[src/rtl/pipe_flow_pkg.sv]
// Flow-control helpers for the fixed-latency data/status pipe.
// The upstream launcher imports this package so both ends compute the same stop threshold.
package pipe_flow_pkg;

   // Occupancy at which stop_o rises so that every beat still in flight fits.
   function automatic int unsigned stop_thresh(input int unsigned depth,
                                               input int unsigned pipe_depth);
      return depth - pipe_depth - 1;
   endfunction

   function automatic int unsigned cnt_w(input int unsigned depth);
      return $clog2(depth + 1);
   endfunction

endpackage

[src/rtl/data_status_pipe_sink_wrap_ptr.sv]
// Modulo-DEPTH pointer with increment enable; DEPTH need not be a power of two.
module wrap_ptr #(
   parameter int unsigned DEPTH = 8,
   parameter int unsigned PTR_W = (DEPTH > 1) ? $clog2(DEPTH) : 1
) (
   input  logic             clk,
   input  logic             rst,
   input  logic             inc,
   output logic [PTR_W-1:0] ptr
);

   localparam logic [PTR_W-1:0] LAST = PTR_W'(DEPTH - 1);

   always_ff @(posedge clk or posedge rst) begin
      if (rst) begin
         ptr <= '0;
      end else if (inc) begin
         ptr <= (ptr == LAST) ? '0 : ptr + PTR_W'(1);
      end
   end

endmodule

[src/rtl/data_status_pipe_sink.sv]
// Receiving end of a no-backpressure fixed-latency pipe: show-ahead circular FIFO
// that raises stop_o early enough for every in-flight beat to land.
module data_status_pipe_sink
   import pipe_flow_pkg::*;
#(
   parameter int unsigned DATA_W     = 32,
   parameter int unsigned STATUS_W   = 1,
   parameter int unsigned PIPE_DEPTH = 1,
   parameter int unsigned DEPTH      = 8
) (
   input  logic                        clk,
   input  logic                        rst,
   input  logic                        valid_i,
   input  logic [DATA_W-1:0]           data_i,
   input  logic [STATUS_W-1:0]         status_i,
   output logic                        stop_o,
   output logic                        valid_o,
   input  logic                        ready_i,
   output logic [DATA_W-1:0]           data_o,
   output logic [STATUS_W-1:0]         status_o,
   output logic [cnt_w(DEPTH)-1:0]     count_o,
   output logic                        overflow_o
);

   localparam int unsigned CNT_W       = cnt_w(DEPTH);
   localparam int unsigned PTR_W       = (DEPTH > 1) ? $clog2(DEPTH) : 1;
   localparam int unsigned ENTRY_W     = STATUS_W + DATA_W;
   localparam int unsigned STOP_THRESH = stop_thresh(DEPTH, PIPE_DEPTH);

   if (DEPTH < PIPE_DEPTH + 2) begin : g_depth_check
      $error("data_status_pipe_sink: DEPTH must be >= PIPE_DEPTH+2");
   end

   logic [ENTRY_W-1:0] mem [DEPTH];
   logic [ENTRY_W-1:0] head;
   logic [CNT_W-1:0]   count;
   logic [PTR_W-1:0]   wr_ptr;
   logic [PTR_W-1:0]   rd_ptr;
   logic               push;
   logic               pop;

   // A full FIFO still accepts a beat when the head leaves in the same cycle.
   assign pop  = valid_o & ready_i;
   assign push = valid_i & ((count < CNT_W'(DEPTH)) | pop);

   wrap_ptr #(.DEPTH(DEPTH), .PTR_W(PTR_W)) u_wr_ptr (
      .clk (clk),
      .rst (rst),
      .inc (push),
      .ptr (wr_ptr)
   );

   wrap_ptr #(.DEPTH(DEPTH), .PTR_W(PTR_W)) u_rd_ptr (
      .clk (clk),
      .rst (rst),
      .inc (pop),
      .ptr (rd_ptr)
   );

   // Payload storage; intentionally not reset.
   always_ff @(posedge clk) begin
      if (push) begin
         mem[wr_ptr] <= {status_i, data_i};
      end
   end

   always_ff @(posedge clk or posedge rst) begin
      if (rst) begin
         count      <= '0;
         overflow_o <= 1'b0;
      end else begin
         count <= count + CNT_W'(push) - CNT_W'(pop);
         if (valid_i & ~push) begin
            overflow_o <= 1'b1;
         end
      end
   end

   assign head     = mem[rd_ptr];
   assign data_o   = head[DATA_W-1:0];
   assign status_o = head[ENTRY_W-1:DATA_W];
   assign valid_o  = (count != '0);
   assign stop_o   = (count >= CNT_W'(STOP_THRESH));
   assign count_o  = count;

endmodule

[config.mk]
export PLATFORM = sky130hd
export DESIGN_NAME = data_status_pipe_sink
export DESIGN_NICKNAME = d
export VERILOG_FILES = /design/src/rtl/pipe_flow_pkg.sv /design/src/rtl/data_status_pipe_sink_wrap_ptr.sv /design/src/rtl/data_status_pipe_sink.sv
export SDC_FILE = /design/constraint.sdc
export NUM_CORES = 1
export LEC_CHECK = 0
export ABC_AREA = 1
export CORE_ASPECT_RATIO = 0.5
export CORE_MARGIN = 10
export CORE_UTILIZATION = 35
export CTS_BUF_LIST = sky130_fd_sc_hd__clkbuf_2 sky130_fd_sc_hd__clkbuf_4 sky130_fd_sc_hd__clkbuf_8
export DETAILED_ROUTE_END_ITERATION = 6
export GPL_ROUTABILITY_DRIVEN = 1
export PLACE_DENSITY = 0.6
export SKIP_LAST_GASP = 1
export SLEW_MARGIN = 20
export SYNTH_ARGS = -nofsm -noshare
export SYNTH_HDL_FRONTEND = slang
export SYNTH_SLANG_ARGS = --single-unit
[constraint.sdc]
create_clock -name clk -period 3.9 [get_ports clk]
set_input_delay 0.39 -clock clk [delete_from_list [all_inputs] [get_ports clk]]
set_output_delay 0.39 -clock clk [all_outputs]
set_load 0.01 [all_outputs]
==> impl_metrics.py, run 1 <==
metrics = {
    "finish": {
        "antenna_cells": 0,
        "num-fill-cells": 2902,
        "drive_gt1_frac": 0.0874,
        "seqCellArea_mm2": 0.00821,
        "area_delta_synth_final_pct": 18.6,
        "fin_nets": 1103,
        "multi_input_area_mm2": 0.00266,
    },
    "clock_tree": {
        "clk_pin_slew_ps": 60,
        "cts_setup_buffers": 0,
        "cts_tree": "done",
        "cts.sinks": 275,
        "insertion_delay_ps": 550,
        "cts_resized": 0,
        "cts_buffer_depth": 3,
        "cts_hold_buf": 0,
        "h-tree-depth": 2,
        "cts_root_buffer": "clkbuf_8",
        "cts_made_buffers": 43,
    },
    "sta": {
        "period_needed_ps": 3240,
        "worst_pin_slew_ps": 833,
        "setup_viol": 0,
        "period_share": 0.832,
        "tns_ps": 0,
        "max_freq_mhz": 308,
        "max_slew_margin": 0.441,
        "worst_slack_ps": 656,
        "slew_viol_final": 0,
        "clock_skew_ps": 20.3,
        "rsz0062_at_grt": "no",
        "finalHoldViolCount": 0,
    },
    "synthesis": {
        "yosysWarnings": 0,
        "yosysTopAreaCellShare": 0.702,
        "syn-num-nets": 1014,
        "syn_area_per_cell_um2": 11.7,
        "synth_fa_ha_area_frac": 0.0140,
        "synth-seq-cells": 275,
        "synth_area_leaders": "edfxtp_1, nand2_1, nor2_1",
        "ys_async_sr_fraction": 0.0400,
        "synthCells": 965,
        "yosys.area_share.simple": 0.146,
        "synth_xor_area_frac": 0.00155,
        "synth_mux_area_frac": 0,
        "synth_top_family_by_area": "simple AND/OR/NAND/NOR gates",
        "synth_edf_count": 264,
        "synth_commonest_cells": "nand2_1, edfxtp_1, nor2_1",
        "syn-cell-area_mm2": 0.0113,
        "ys_seq_area_frac": 0.727,
        "yosysMostFrequentCell": "nand2_1",
        "synth_compound_area_frac": 0.0692,
        "synth_area_leader_cell": "edfxtp_1",
        "dominantRegCellSynth": "edfxtp_1",
        "synth.distinct_cells": 21,
    },
    "detailed_routing": {
        "wl_per_cell_um": 16.9,
        "drc": 0,
        "antenna_left": 0,
        "via_per_inst": 4.76,
        "vias": 7224,
        "drtIter0Drc": 514,
        "drtPass1Iterations": 5,
        "routed_wl_mm": 25.7,
    },
    "setup_path": {
        "cp_max_fo": 46,
        "worstSetupStartpointType": "flip-flop",
        "critical_path_required_ps": 3510,
        "rr_endpoint": "count_o[1]",
        "timing.rr.start": "count_o[2]",
        "worst-r2r-cell-count": 12,
        "path_class": "reg -> out",
        "end_kind": "primary output",
        "r2r_slack_ps": 1040,
        "arrival_ps": 2850,
    },
    "floorplanning": {
        "core-area_mm2": 0.0317,
        "pin_count": 77,
        "initial_core_util": 0.356,
        "die_h_um": 147,
        "placementRows": 46,
        "die_w_um": 274,
        "dieArea_mm2": 0.0403,
    },
    "pwr": {
        "power.density_mw_per_mm2": 735,
        "ir_worst_vdd_v": 0.000537,
        "power.leakage_nw": 4.97,
    },
    "global_routing": {
        "grt_max_degree": 167,
        "grt_remaining_overflow": 0,
        "grt_usage": 0.124,
        "antenna_found_initial": 0,
        "grt_pass1_vias": 7300,
        "grt_pass1_wl_mm": 40.0,
    },
    "placement": {
        "gp_congestion": 0.782,
        "portBuffers": 76,
        "place_ws_ps": 884,
        "dp.final_hpwl_mm": 14.3,
    },
    "outcome": {
        "status": "finished clean",
    },
    "run": {
        "cap_violations": 0,
    },
    "min_path": {
        "hp-class": "in -> async",
    },
}
[stage by stage]
stage                     instances  area, um^2  total power [W]  hold WS [ps]   util
after CTS                      1519       13400          0.00997           142  0.422
after global routing           1519       13400           0.0105           167  0.422
final                          1519       13400          0.00984           145  0.422
after floorplan                 965       11300          0.00607           242      -
after detailed placement       1441       12600          0.00760           495  0.396
after global placement         1441       12600          0.00755           507  0.396
[power breakdown]
group / leakage, nW / switching, W / internal (W)
clock network: 0.437 / 0.00111 / 0.00125
logic: 2.02 / 0.00231 / 0.00140
registers: 2.52 / 0.000130 / 0.00364
[kinds of logic (layout without fill, tap and decap cells)]
logic type	count (synthesis)	in the layout
and+or+nand+nor	435	435
adders and majority gates	12	12
DFF	275	275
xor gates and xnor gates	2	2
AOI/OAI and AO/OA	139	139
buffers and inverters	102	224
[cells in the final DEF (no fill, tap or decap), types with 2 or more instances in the layout]
master           count
o21ai_0             77
buf_12               4
dfrtp_1              9
a21oi_1              2
o21ai_1             26
clkinv_1            14
nor2_4               8
nand2_1            313
clkbuf_8            45
inv_1               49
clkdlybuf4s50_1     76
clkbuf_4            12
ha_1                11
xnor2_1              2
edfxtp_1           264
nor2_1             104
o211ai_1            33
buf_4               15
clkinv_2             5
nand3_1             10
[worst max-delay path, stage by stage, from the launching register on]
cell and delay, ps:
dfrtp_4 500, inv_2 410, buf_12 310, nand2_1 80, nand2_1 70, nand2_1 50, o21ai_1 90, nand2_1 60
nand2_1 150, clkdlybuf4s50_1 560
[area by class of cell]
type                       count  area share
multi-input combinational    588       0.199
timing repair buffer          95      0.0712
sequential                   275       0.613
clock buffer                  57      0.0530
tap                          432      0.0404
clock inverter                21     0.00897
inverter                      51      0.0143
[worst max path at each step]
| stage | end | start |
|---|---|---|
| finish | data_o[1] | u_rd_ptr.ptr[0] |
| global route | data_o[1] | u_rd_ptr.ptr[0] |
| detailed placement | count_o[1] | ready_i |
| floorplan | mem[0][0] | count_o[2] |
| CTS | data_o[1] | u_rd_ptr.ptr[0] |
| global placement | count_o[1] | ready_i |
[state kept, by name, indices dropped and copies added, names as in the netlist]
register / cells
overflow_o: 1
count_o: 4
mem: 264
u_wr_ptr.ptr: 3
u_rd_ptr.ptr: 3
[layer usage]
| metal | part of all wire | vias to the layer above | wire, um | global-route usage |
|---|---|---|---|---|
| met5 | 0 | - | 0 | 0 |
| met4 | 0.019 | 0 | 479 | 0.0407 |
| met3 | 0.047 | 41 | 1210 | 0.0212 |
| met2 | 0.49 | 173 | 12600 | 0.211 |
| met1 | 0.44 | 3541 | 11400 | 0.158 |
| li1 | - | 3469 | - | - |
Power figures use the tool's default switching activity.
==> inputs of run 2 (changes only) <==
PLACE_DENSITY = 0.62   (was 0.6)
clock period = 2.8 ns   (was 3.9 ns; I/O delays follow)
==> impl_metrics.py, run 2 (same netlist as run 1, synthesis figures left out) <==
metrics = {
    "outcome": {
        "status": "finished clean",
    },
    "finish": {
        "top_register": "mem",
        "design_area_mm2": 0.0138,
        "fin_nets": 1116,
        "area_delta_synth_final_pct": 22.2,
        "final_common_cell": "nand2_1",
        "largest_register_ffs": 264,
        "final_cell_mix": "nand2_1, edfxtp_1, nor2_1",
        "drive_gt1_frac": 0.103,
    },
    "sta": {
        "period_share": 0.962,
        "hold_slack_ps": 46.3,
        "clock_skew_ps": 24.9,
        "setup_viol": 0,
        "max_freq_mhz": 371,
        "rsz0062_at_grt": "yes",
        "slew_viol_final": 0,
        "worst_pin_slew_ps": 524,
        "finalHoldViolCount": 0,
        "period_needed_ps": 2690,
        "worst_slack_ps": 105,
        "max_slew_margin": 0.650,
    },
    "clock_tree": {
        "cts_made_buffers": 43,
        "cts_buffer_depth": 3,
        "cts_tree": "done",
        "cts_hold_buf": 0,
        "cts_root_buffer": "clkbuf_8",
        "h-tree-depth": 2,
        "cts.sinks": 275,
        "clk_pin_slew_ps": 60,
        "insertion_delay_ps": 540,
    },
    "setup_path": {
        "worstPathCellList": "clkinv_8, bufbuf_16, nor2_1, o21ai_1, nand2_1, nand2_1, clkdlybuf4s50_1",
        "critPathBufInv": 3,
        "end_kind": "primary output",
        "arrival_ps": 2410,
        "path_class": "reg -> out",
        "critPathTopFamily": "buffers and inverters",
        "critical_path_required_ps": 2520,
        "cp_max_fo": 25,
        "worstSetupStartpointType": "flip-flop",
        "worst_path_most_repeated_cell": "nand2_1",
        "slowest_stage": "clkdlybuf4s50_1",
        "cpPeakStageDelay_ps": 560,
    },
    "floorplanning": {
        "dieArea_mm2": 0.0403,
        "die_h_um": 147,
        "initial_core_util": 0.356,
        "core-area_mm2": 0.0317,
        "pin_count": 77,
        "placementRows": 46,
        "die_w_um": 274,
    },
    "placement": {
        "gp_congestion": 0.755,
        "dpl_cell_area_mm2": 0.0127,
        "portBuffers": 76,
        "place_ws_ps": 469,
        "dp.final_hpwl_mm": 13.6,
    },
    "detailed_routing": {
        "routed_wl_mm": 26.3,
        "drtIter0Drc": 480,
        "via_per_inst": 4.77,
        "drtPass1Iterations": 5,
        "drc": 0,
        "vias": 7320,
        "antenna_left": 0,
        "wl_per_cell_um": 17.2,
    },
    "global_routing": {
        "grt_max_degree": 101,
        "grt_usage": 0.127,
        "grt_remaining_overflow": 0,
        "antenna_found_initial": 1,
        "grt_pass1_vias": 7342,
        "grt_pass1_wl_mm": 40.5,
    },
    "pwr": {
        "ir_worst_vdd_v": 0.000524,
        "power.density_mw_per_mm2": 1020,
        "power.leakage_nw": 5.30,
    },
    "run": {
        "cap_violations": 0,
    },
    "min_path": {
        "hp-class": "in -> async",
    },
}
run 2: changes by cell type in the layout (fill, tap and decap cells not counted), sizes merged:
cell	delta
bufinv	-1
clkinvlp	+1
clkinv	-4
bufbuf	+2
dlymetal6s2s	+16
inv	-2
clkbuf	+9
diode	+1
dlygate4sd2	+4
clkdlybuf4s50	-20
buf	+8
run 2: per-stage QoR:
stage	power (W)	TNS [ps]	cells	util
2_1_floorplan	0.00845	-76540	965	-
5_1_grt	0.0151	-119	1532	0.435
3_5_place_dp	0.0107	0	1443	0.400
6_report	0.0141	0	1533	0.435
4_1_cts	0.0141	0	1525	0.430
3_3_place_gp	0.0106	0	1443	0.400
run 2: layer usage:
| metal | vias to the layer above | GRT usage | part of all wire |
|---|---|---|---|
| met5 | - | 0 | 0 |
| met4 | 0 | 0.0405 | 0.016 |
| met3 | 39 | 0.0212 | 0.039 |
| met2 | 142 | 0.220 | 0.50 |
| met1 | 3632 | 0.159 | 0.44 |
| li1 | 3507 | - | - |
run 2: final timing paths:
path,startpoint,endpoint,slack [ps],depth (start not counted)
min in group clk,valid_i,u_wr_ptr.ptr[2],440,3
min reg2reg,overflow_o,overflow_o,500,1
max reg2reg,count_o[2],count_o[2],470,12
max in group asynchronous,rst,u_rd_ptr.ptr[0],2390,2
min,rst,u_wr_ptr.ptr[0],50,2
max,u_rd_ptr.ptr[0],data_o[21],110,7
run 2: repair_timing:
item | CTS | global route
setup buffers | 1 | 5
resized for setup | 8 | 23
endpoints found under the setup margin | 33 | 29
pin swaps | 0 | 0
gates cloned | 3 | 2
run 2: report_power, final:
part	internal [W]	switching (W)
Clock	0.00172	0.00148
Sequential	0.00506	0.000202
Combinational	0.00228	0.00337
Total	0.00906	0.00506
run 2: cell type report:
| cell class | count | area [um^2] |
|---|---|---|
| clock inverters | 15 | 73.8 |
| well taps | 432 | 541 |
| fillers | 2836 | 17900 |
| flip-flops and latches | 275 | 8210 |
| repair buffers | 108 | 1340 |
| diodes | 1 | 2.50 |
| clock buffers | 63 | 748 |
| inverters | 51 | 208 |
| multi-input cells | 588 | 2660 |
run 2: worst register-to-register path, stage by stage, from the launching register on:
cell and delay [ps]:
dfrtp_1 390, inv_1 80, ha_1 190, nand2_1 90
nand2_1 120, nand2_1 170, nand2_1 90, ha_1 290
inv_1 50, ha_1 160, inv_1 60, fa_1 380
xnor2_1 140
